==> src/rtl/uart_bridge_pkg.sv <==
// Shared constants and types for the UART word-link memory bridge.
// States RD_CHK/WR_CHK exist only when UART_BRIDGE_CHECKSUM_EN is defined.
package uart_bridge_pkg;

    localparam logic [7:0]  OpWrite   = 8'h01;
    localparam logic [7:0]  OpRead    = 8'h02;
    localparam logic [7:0]  OpPing    = 8'h03;

    localparam logic [7:0]  TagAck    = 8'hA1;
    localparam logic [7:0]  TagAckBad = 8'hE1;
    localparam logic [7:0]  TagErr    = 8'hEE;

    localparam logic [31:0] PingWord  = 32'h5A5A_0001;

`ifdef UART_BRIDGE_CHECKSUM_EN
    typedef enum logic [3:0] {
        StIdle, StHdr, StWrData, StWrChk, StRdIssue, StRdWait, StRdPush, StRdChk, StResp
    } state_e;
`else
    typedef enum logic [3:0] {
        StIdle, StHdr, StWrData, StRdIssue, StRdWait, StRdPush, StResp
    } state_e;
`endif

    typedef struct packed {
        logic [7:0]  op;
        logic [7:0]  cnt;
        logic [15:0] addr;
    } hdr_t;

endpackage

==> src/rtl/uart_mem_bridge_if.sv <==
// Bundles the uart_comm buffer handshakes and the word-memory port of the bridge.
interface uart_mem_bridge_if #(
    parameter int unsigned ADDR_W = 16
);
    logic              empty_in;
    logic [31:0]       rx_word;
    logic              r_buff_in;
    logic              full_out;
    logic              w_buff_out;
    logic [31:0]       tx_word;
    logic              mem_en;
    logic              mem_we;
    logic [ADDR_W-1:0] mem_addr;
    logic [31:0]       mem_wdata;
    logic [31:0]       mem_rdata;

    modport master (
        input  empty_in, rx_word, full_out, mem_rdata,
        output r_buff_in, w_buff_out, tx_word, mem_en, mem_we, mem_addr, mem_wdata
    );

    modport slave (
        output empty_in, rx_word, full_out, mem_rdata,
        input  r_buff_in, w_buff_out, tx_word, mem_en, mem_we, mem_addr, mem_wdata
    );

endinterface

==> src/rtl/uart_mem_bridge.sv <==
// Command interpreter between uart_comm word buffers and a single-port word memory.
// Optional trailing XOR checksums are enabled by defining UART_BRIDGE_CHECKSUM_EN.
module uart_mem_bridge
    import uart_bridge_pkg::*;
#(
    parameter int unsigned WORD_SIZE = 32,
    parameter int unsigned ADDR_W    = 16
) (
    input  logic              clock,
    input  logic              reset,
    uart_mem_bridge_if.master bus,
    output logic              busy
);

    state_e               state_q;
    hdr_t                 hdr_q;
    logic [7:0]           idx_q;
    logic [WORD_SIZE-1:0] tx_q;
`ifdef UART_BRIDGE_CHECKSUM_EN
    logic [WORD_SIZE-1:0] acc_q;
`endif

    logic        pop;
    logic        push;
    logic        mem_en;
    logic        mem_we;
    logic        last;
    logic [15:0] addr_sum;

    // Wraps modulo 2**ADDR_W once sliced below.
    assign addr_sum = hdr_q.addr + {8'h00, idx_q};
    assign last     = (idx_q + 8'd1) == hdr_q.cnt;

    always_comb begin
        pop    = 1'b0;
        push   = 1'b0;
        mem_en = 1'b0;
        mem_we = 1'b0;
        unique case (state_q)
            // Gated by reset so no word is consumed while the bridge is held in reset.
            StIdle:    pop = reset & ~bus.empty_in;
            StWrData: begin
                pop    = ~bus.empty_in;
                mem_en = ~bus.empty_in;
                mem_we = ~bus.empty_in;
            end
`ifdef UART_BRIDGE_CHECKSUM_EN
            StWrChk:   pop = ~bus.empty_in;
            StRdChk:   push = ~bus.full_out;
`endif
            StRdIssue: mem_en = 1'b1;
            StRdPush:  push = ~bus.full_out;
            StResp:    push = ~bus.full_out;
            default: ;
        endcase
    end

    assign bus.r_buff_in  = pop;
    assign bus.w_buff_out = push;
    assign bus.tx_word    = tx_q;
    assign bus.mem_en     = mem_en;
    assign bus.mem_we     = mem_we;
    assign bus.mem_addr   = mem_en ? addr_sum[ADDR_W-1:0] : '0;
    assign bus.mem_wdata  = mem_we ? bus.rx_word : '0;
    assign busy           = state_q != StIdle;

    always_ff @(posedge clock or negedge reset) begin
        if (!reset) begin
            state_q <= StIdle;
            hdr_q   <= '0;
            idx_q   <= '0;
            tx_q    <= '0;
`ifdef UART_BRIDGE_CHECKSUM_EN
            acc_q   <= '0;
`endif
        end else begin
            unique case (state_q)
                StIdle: if (pop) begin
                    hdr_q   <= hdr_t'(bus.rx_word);
                    idx_q   <= '0;
`ifdef UART_BRIDGE_CHECKSUM_EN
                    acc_q   <= bus.rx_word;
`endif
                    state_q <= StHdr;
                end
                StHdr: begin
                    state_q <= StResp;
                    tx_q    <= {TagErr, hdr_q.op, hdr_q.addr};
                    case (hdr_q.op)
                        OpWrite: if (hdr_q.cnt != 8'd0) state_q <= StWrData;
                        OpRead:  if (hdr_q.cnt != 8'd0) state_q <= StRdIssue;
                        OpPing:  tx_q <= PingWord;
                        default: ;
                    endcase
                end
                StWrData: if (pop) begin
                    idx_q <= idx_q + 8'd1;
`ifdef UART_BRIDGE_CHECKSUM_EN
                    acc_q <= acc_q ^ bus.rx_word;
                    if (last) state_q <= StWrChk;
`else
                    if (last) begin
                        tx_q    <= {TagAck, hdr_q.cnt, hdr_q.addr};
                        state_q <= StResp;
                    end
`endif
                end
`ifdef UART_BRIDGE_CHECKSUM_EN
                StWrChk: if (pop) begin
                    tx_q    <= {(bus.rx_word == acc_q) ? TagAck : TagAckBad, hdr_q.cnt, hdr_q.addr};
                    state_q <= StResp;
                end
                StRdChk: if (push) state_q <= StIdle;
`endif
                StRdIssue: state_q <= StRdWait;
                StRdWait: begin
                    tx_q    <= bus.mem_rdata;
`ifdef UART_BRIDGE_CHECKSUM_EN
                    acc_q   <= acc_q ^ bus.mem_rdata;
`endif
                    state_q <= StRdPush;
                end
                StRdPush: if (push) begin
                    idx_q <= idx_q + 8'd1;
                    if (!last) begin
                        state_q <= StRdIssue;
                    end else begin
`ifdef UART_BRIDGE_CHECKSUM_EN
                        tx_q    <= acc_q;
                        state_q <= StRdChk;
`else
                        state_q <= StIdle;
`endif
                    end
                end
                StResp: if (push) state_q <= StIdle;
                default: state_q <= StIdle;
            endcase
        end
    end

endmodule

==> src/flat_wrapper.sv <==
// flat-port wrapper written by rule: the top's interface ports become plain ports
module uart_mem_bridge_flat import uart_bridge_pkg::*;
#(
    parameter int unsigned WORD_SIZE = 32,
    parameter int unsigned ADDR_W    = 16
)
  (clock, reset, busy, bus_empty_in, bus_rx_word, bus_full_out, bus_mem_rdata, bus_r_buff_in, bus_w_buff_out, bus_tx_word, bus_mem_en, bus_mem_we, bus_mem_addr, bus_mem_wdata);
  uart_mem_bridge_if #(.ADDR_W(ADDR_W)) bus_i ();
  input  logic clock;
  input  logic reset;
  output logic busy;
  input wire logic [$bits(bus_i.empty_in)-1:0] bus_empty_in;
  input wire logic [$bits(bus_i.rx_word)-1:0] bus_rx_word;
  input wire logic [$bits(bus_i.full_out)-1:0] bus_full_out;
  input wire logic [$bits(bus_i.mem_rdata)-1:0] bus_mem_rdata;
  output wire logic [$bits(bus_i.r_buff_in)-1:0] bus_r_buff_in;
  output wire logic [$bits(bus_i.w_buff_out)-1:0] bus_w_buff_out;
  output wire logic [$bits(bus_i.tx_word)-1:0] bus_tx_word;
  output wire logic [$bits(bus_i.mem_en)-1:0] bus_mem_en;
  output wire logic [$bits(bus_i.mem_we)-1:0] bus_mem_we;
  output wire logic [$bits(bus_i.mem_addr)-1:0] bus_mem_addr;
  output wire logic [$bits(bus_i.mem_wdata)-1:0] bus_mem_wdata;
  assign bus_i.empty_in = bus_empty_in;
  assign bus_i.rx_word = bus_rx_word;
  assign bus_i.full_out = bus_full_out;
  assign bus_i.mem_rdata = bus_mem_rdata;
  assign bus_r_buff_in = bus_i.r_buff_in;
  assign bus_w_buff_out = bus_i.w_buff_out;
  assign bus_tx_word = bus_i.tx_word;
  assign bus_mem_en = bus_i.mem_en;
  assign bus_mem_we = bus_i.mem_we;
  assign bus_mem_addr = bus_i.mem_addr;
  assign bus_mem_wdata = bus_i.mem_wdata;
  uart_mem_bridge #(.WORD_SIZE(WORD_SIZE), .ADDR_W(ADDR_W)) u_core (.clock(clock), .reset(reset), .bus(bus_i), .busy(busy));
endmodule
==> config.mk <==
export PLATFORM = sky130hd
export DESIGN_NAME = uart_mem_bridge_flat
export DESIGN_NICKNAME = d
export VERILOG_FILES = /design/src/rtl/uart_bridge_pkg.sv /design/src/rtl/uart_mem_bridge_if.sv /design/src/rtl/uart_mem_bridge.sv /design/src/flat_wrapper.sv
export SDC_FILE = /design/constraint.sdc
export NUM_CORES = 1
export LEC_CHECK = 0
export CAP_MARGIN = 20
export CORE_MARGIN = 2
export CORE_UTILIZATION = 25
export CTS_BUF_LIST = sky130_fd_sc_hd__clkbuf_8
export CTS_CLUSTER_DIAMETER = 40
export DETAILED_ROUTE_END_ITERATION = 8
export HOLD_SLACK_MARGIN = 0.05
export MAX_ROUTING_LAYER = met4
export PLACE_DENSITY = 0.57
export REMOVE_ABC_BUFFERS = 1
export SLEW_MARGIN = 20
export SYNTH_ARGS = -nofsm -noshare
export SYNTH_HDL_FRONTEND = slang
export SYNTH_SLANG_ARGS = --single-unit
==> constraint.sdc <==
create_clock -name clock -period 2.45 [get_ports clock]
set_clock_uncertainty 0.15 [all_clocks]
set_input_delay 0.3675 -clock clock [delete_from_list [all_inputs] [get_ports clock]]
set_output_delay 0.3675 -clock clock [all_outputs]
set_load 0.1 [all_outputs]
* Word-level counts from Yosys, hierarchy flattened *
Index checks and enable logic that the tools add are counted.

cells by class
  multiply operators = 0
  mux-type cells = 24
  equality and inequality tests = 15
  reductions and logical operators = 10
  shift operators = 0
  add/subtract/negate cells = 2
  div/mod/pow operators = 0
  bitwise logic cells = 3
  order comparisons = 0

operators with widths
  kind                   number
  $mux W32               4
  $pmux W32 S3           1
  $pmux W4 S7            1
  $mux W8                3
  $pmux W8 S3            1
  $mux W4                5
  $add A16 B8 Y16        1
  $eq A8 B2 Y1 const B   2
  $mux W16               1
  $eq A4 B3 Y1 const B   3
  $add A8 B1 Y8 const B  1
  $eq A4 B2 Y1 const B   2
  $eq A8 B1 Y1 const B   1
  $eq A8 B8 Y1           1
  $ne A2 B2 Y1 const B   4
  $pmux W4 S2            1
  $reduce_bool A8 Y1     1
  $mux W3                2
  $reduce_bool A3 Y1     2
  $reduce_and A5 Y1      1
  $eq A4 B1 Y1 const B   1
  $logic_not A4 Y1       1
  $pmux W1 S2            2
  $reduce_and A4 Y1      1
  other kinds (9)        11

storage, ports and cells
  register bits after elaboration = 76
  word-level logic and storage cells = 60
  memory bits (writable) = 0
  memories kept = 0
  memory bits (read-only) = 0
  bits in latches = 0

* Longest topological paths before layout *
  depth after elaboration = 5
  depth in mapped cells = 8

* Least setup slack after synthesis *
OpenSTA, ideal clock, no wires.

  path kind = flip-flop to output port
  start = reg u_core.idx_q[0]
  end = out bus_mem_addr[8]
  buffers on the path = 0
  setup slack = -1.987 ns
  arrival = 3.919 ns
  stages on the path, launching flop included = 8
  cell sequence = dfrtp_1 ha_1 fa_1 a21o_1 a211oi_1 o21ai_0 and3_1 nor3_1

on the way
  word-level cells in the longest chain between the ends = 2

RTL lines
  element                 RTL line                source
  start, declared         uart_mem_bridge.sv:17   logic [7:0] idx_q;
  start signal, assigned  uart_mem_bridge.sv:97   idx_q <= idx_q + 8'd1;
  start signal, assigned  uart_mem_bridge.sv:124  idx_q <= idx_q + 8'd1;
  $add A16 B8 Y16         uart_mem_bridge.sv:31   assign addr_sum = hdr_q.addr + {8'h00, idx_q};
  $mux W16                uart_mem_bridge.sv:63   assign bus.mem_addr = mem_en ? addr_sum[ADDR_W-1:0] : '0;
  end, declared           flat_wrapper.sv:21      output wire logic [$bits(bus_i.mem_addr)-1:0] bus_mem_addr;

Every way passes these cells.

* Worst setup path in the final report *
Ends and elaborated chain as after synthesis.

==> impl_metrics.py <==
metrics = {
    "route": {
        "first_pass_iters": 4,
        "routed_wl_microns": 16220,
        "via_count": 4465,
        "remaining_drc_errors": 0,
        "ant_nets": 0,
        "wire_per_inst_microns": 17.46,
        "vias_per_cell": 4.806,
        "drtIter0Drc": 184,
    },
    "cts": {
        "cts_tree": "built",
        "htree_levels": 3,
        "cts.sinks": 75,
        "clock_latency_ns": 0.37,
        "cts.clk_slew.worst_paths_ns": 0.08,
        "cts_buffer_depth": 2,
        "root_buffer": "clkbuf_8",
        "cts_buffers": 9,
    },
    "cells_and_area": {
        "antennaDiodeCount": 0,
        "layout.cells.non_filler": 929,
        "layout-drive-gt1-share_pct": 47.86,
        "layout.nets": 773,
        "area_growth_pct": 78.26,
        "fill_cells": 1670,
        "utilization_pct": 45.84,
    },
    "synth": {
        "yosysWarnings": 0,
        "synth.distinct_cells": 51,
        "synth_edf_count": 0,
        "yosys.area.top_type": "dfrtp_1",
        "synth_top_area_share_pct": 40.36,
        "ys.flop_type": "dfrtp_1",
        "yosys_register_bits": 75,
        "synth_area_leaders": "dfrtp_1 (40%), mux2_2 (8.7%), mux2_4 (6.5%), and2_1 (4.7%), a22o_1 (3.4%)",
        "syn_avg_cell_area_sq_um": 9.895,
        "async_reset_ff_share_pct": 100.0,
        "synth_area_sq_um": 4651,
        "seq_area_frac_synth_pct": 40.36,
        "syn_inst": 470,
    },
    "place": {
        "dp_hpwl_microns": 11430,
        "gp_congestion": 0.7979,
        "dp_cells": 888,
        "portBuffers": 152,
    },
    "power": {
        "peakVddDrop_v": 0.0007974,
        "power_density_nw_per_um2": 1450,
        "leakagePower_nw": 3.634,
        "p_int_mw": 5.997,
        "netSwitchingPower_mw": 6.021,
        "seq_power_share_pct": 19.4,
        "combPwrFrac_pct": 70.4,
        "p_sw_share_pct": 50.10,
        "p_clk_share_pct": 10.1,
    },
    "timing": {
        "hold_viol_final": 0,
        "fin_crit_ns": 3.144,
        "period_share_pct": 128.3,
        "timing.final.ws_setup_ns": -0.6938,
        "maxSlewHeadroom_pct": 50.54,
        "slew_violations": 0,
        "worst-slew-pin-transition_ns": 0.7403,
        "setup-violations-final": 41,
        "fmax_mhz": 318.1,
        "rsz0062_at_grt": "yes",
    },
    "setup_path": {
        "cpMostUsedCell": "buf_4",
        "cpLargestDelayFamily": "adder cells",
        "setup.worst_path.class": "reg -> out",
        "cp_data_arrival_time_ns": 2.63,
        "crit_chain": "ha_2 -> fa_2 -> a21o_1 -> a211oi_2 -> o21ai_1 -> buf_4 -> and3_4 -> nor3_2 -> buf_4 -> buf_12",
        "slowest_delay_ns": 0.40,
        "cp_max_fo": 5,
        "end_kind": "output port",
        "path_buf_inv": 3,
        "required_ns": 1.93,
        "regToRegSetupSlack_ns": -0.18,
        "start_kind": "register",
        "slowest_stage": "dfrtp_1",
    },
    "grt": {
        "grt_overflow": 0,
        "grt_pass1_wl_microns": 24250,
        "grt_max_degree": 49,
        "grt_usage_pct": 16.04,
        "grt_pass1_vias": 4547,
        "antenna_found_initial": 0,
    },
    "run_status": {
        "violations": "setup timing",
        "status": "finished with violations",
    },
    "flow_run": {
        "drv_cap": 0,
    },
    "worst_hold_path": {
        "hold_path_class": "reg -> reg",
    },
    "die": {
        "core.rowCount": 49,
        "dieHeight_microns": 140.4,
        "io_pins": 153,
        "core_sq_um": 18090,
        "initial_utilization_pct": 25.71,
        "die_area_sq_um": 19710,
        "die_x_microns": 140.4,
    },
}
-- layout make-up --
cell class              instances  area, sq um  area share, %
well taps                     229        286.5          3.456
clock inverters                 6        112.6          1.358
inverters                       9        33.78         0.4075
clock buffers                  10        137.6          1.660
multi-input cells             358         2983          35.98
flip-flops and latches         75         1881          22.68
repair buffers                242         2856          34.46
-- cell usage after synthesis, drive strengths merged, types with 2 or more instances --
master   n
or2      2
o22ai    3
nand3    9
o21bai   2
clkbuf  23
nor3     8
nand2   31
nor4     3
and3     6
nand4    4
a22o    18
mux2    56
dfrtp   75
o31a     2
a21o     3
o31ai    7
or3      9
o21a     3
nand3b   3
inv      9
and4     2
nand2b   3
and2    35
xor2    12
a21oi   17
xnor2    9
a31oi    4
ha       9
o211ai   4
a22oi   10
o21ai   29
buf      5
a211oi   2
nor2    40
a211o    2
-- layout by cell type, fill, tap and decap left out, drive strengths merged, types with 17 or more instances in the layout --
master | synthesis | final
nand2 | 31 | 31
clkdlybuf4s50 | 0 | 66
and2 | 35 | 35
dfrtp | 75 | 75
buf | 5 | 173
o21ai | 29 | 29
a22o | 18 | 18
nor2 | 40 | 40
a21oi | 17 | 17
mux2 | 56 | 56
-- registers in the layout, summed over array words and instances (netlist names) --
register            count
u_core.bus.tx_word     32
u_core.idx_q            8
u_core.hdr_q           32
u_core.state_q          3
-- logic make-up (layout without fill, tap and decap cells) --
group,after synthesis,in the layout,synth area share [%]
adders and majority gates,10,10,2.852
buffers and inverters,37,267,3.524
and+or+nand+nor,157,157,17.14
AOI/OAI and AO/OA,114,114,17.00
DFF,75,75,40.36
muxes,56,56,15.17
xor gates and xnor gates,21,21,3.955
-- per-stage QoR --
step                      setup WS (ns)  instance area, sq um  power, mW  TNS, ns  hold slack (ns)
after floorplan                  -2.197                  4521      7.459  -150.79         -0.07809
after global placement          -0.4955                  7320      9.837   -7.114           0.2969
after detailed placement        -0.5011                  7320      9.937   -8.422           0.3018
after CTS                       -0.7196                  7782      11.47   -11.91           0.3691
after global routing            -0.8296                  8290      12.62   -15.04           0.3838
final                           -0.6938                  8290      12.02   -10.57           0.3651
-- per-layer routing --
metal	routed length (microns)	global-route usage [%]
met5	0	-
met4	202	3.402
met3	804	4.239
met2	8161	26.75
met1	7050	19.60
-- what timing repair did --
| action | in CTS | in global routing |
|---|---|---|
| cloned | 1 | 2 |
| gates resized for setup | 41 | 84 |
| buffers inserted | 6 | 19 |
| pin swaps | 21 | 42 |
| endpoints found under the setup margin | 83 | 82 |
| hold buffers | 1 | 0 |
| endpoints found under the hold margin | 75 | 0 |
-- power groups by stage --
stage	clock network, mW	logic (mW)	registers [mW]
floorplan	0	3.33	4.13
global placement	0	7.51	2.33
detailed placement	0	7.60	2.33
CTS	1.27	7.88	2.32
global route	1.31	8.90	2.41
finish	1.22	8.47	2.34
-- final timing paths --
kind,startpoint,end,depth (start not counted)
max,u_core.idx_q[0],bus_mem_addr[8],10
min,u_core.bus.tx_word[18],u_core.bus.tx_word[18],1
max in group asynchronous,reset,u_core.state_q[1],3
min reg2reg,u_core.bus.tx_word[18],u_core.bus.tx_word[18],1
min in group asynchronous,reset,u_core.hdr_q[0],3
max reg2reg,u_core.idx_q[4],u_core.bus.tx_word[7],9
Note: power is estimated with default switching activity, not from simulation.
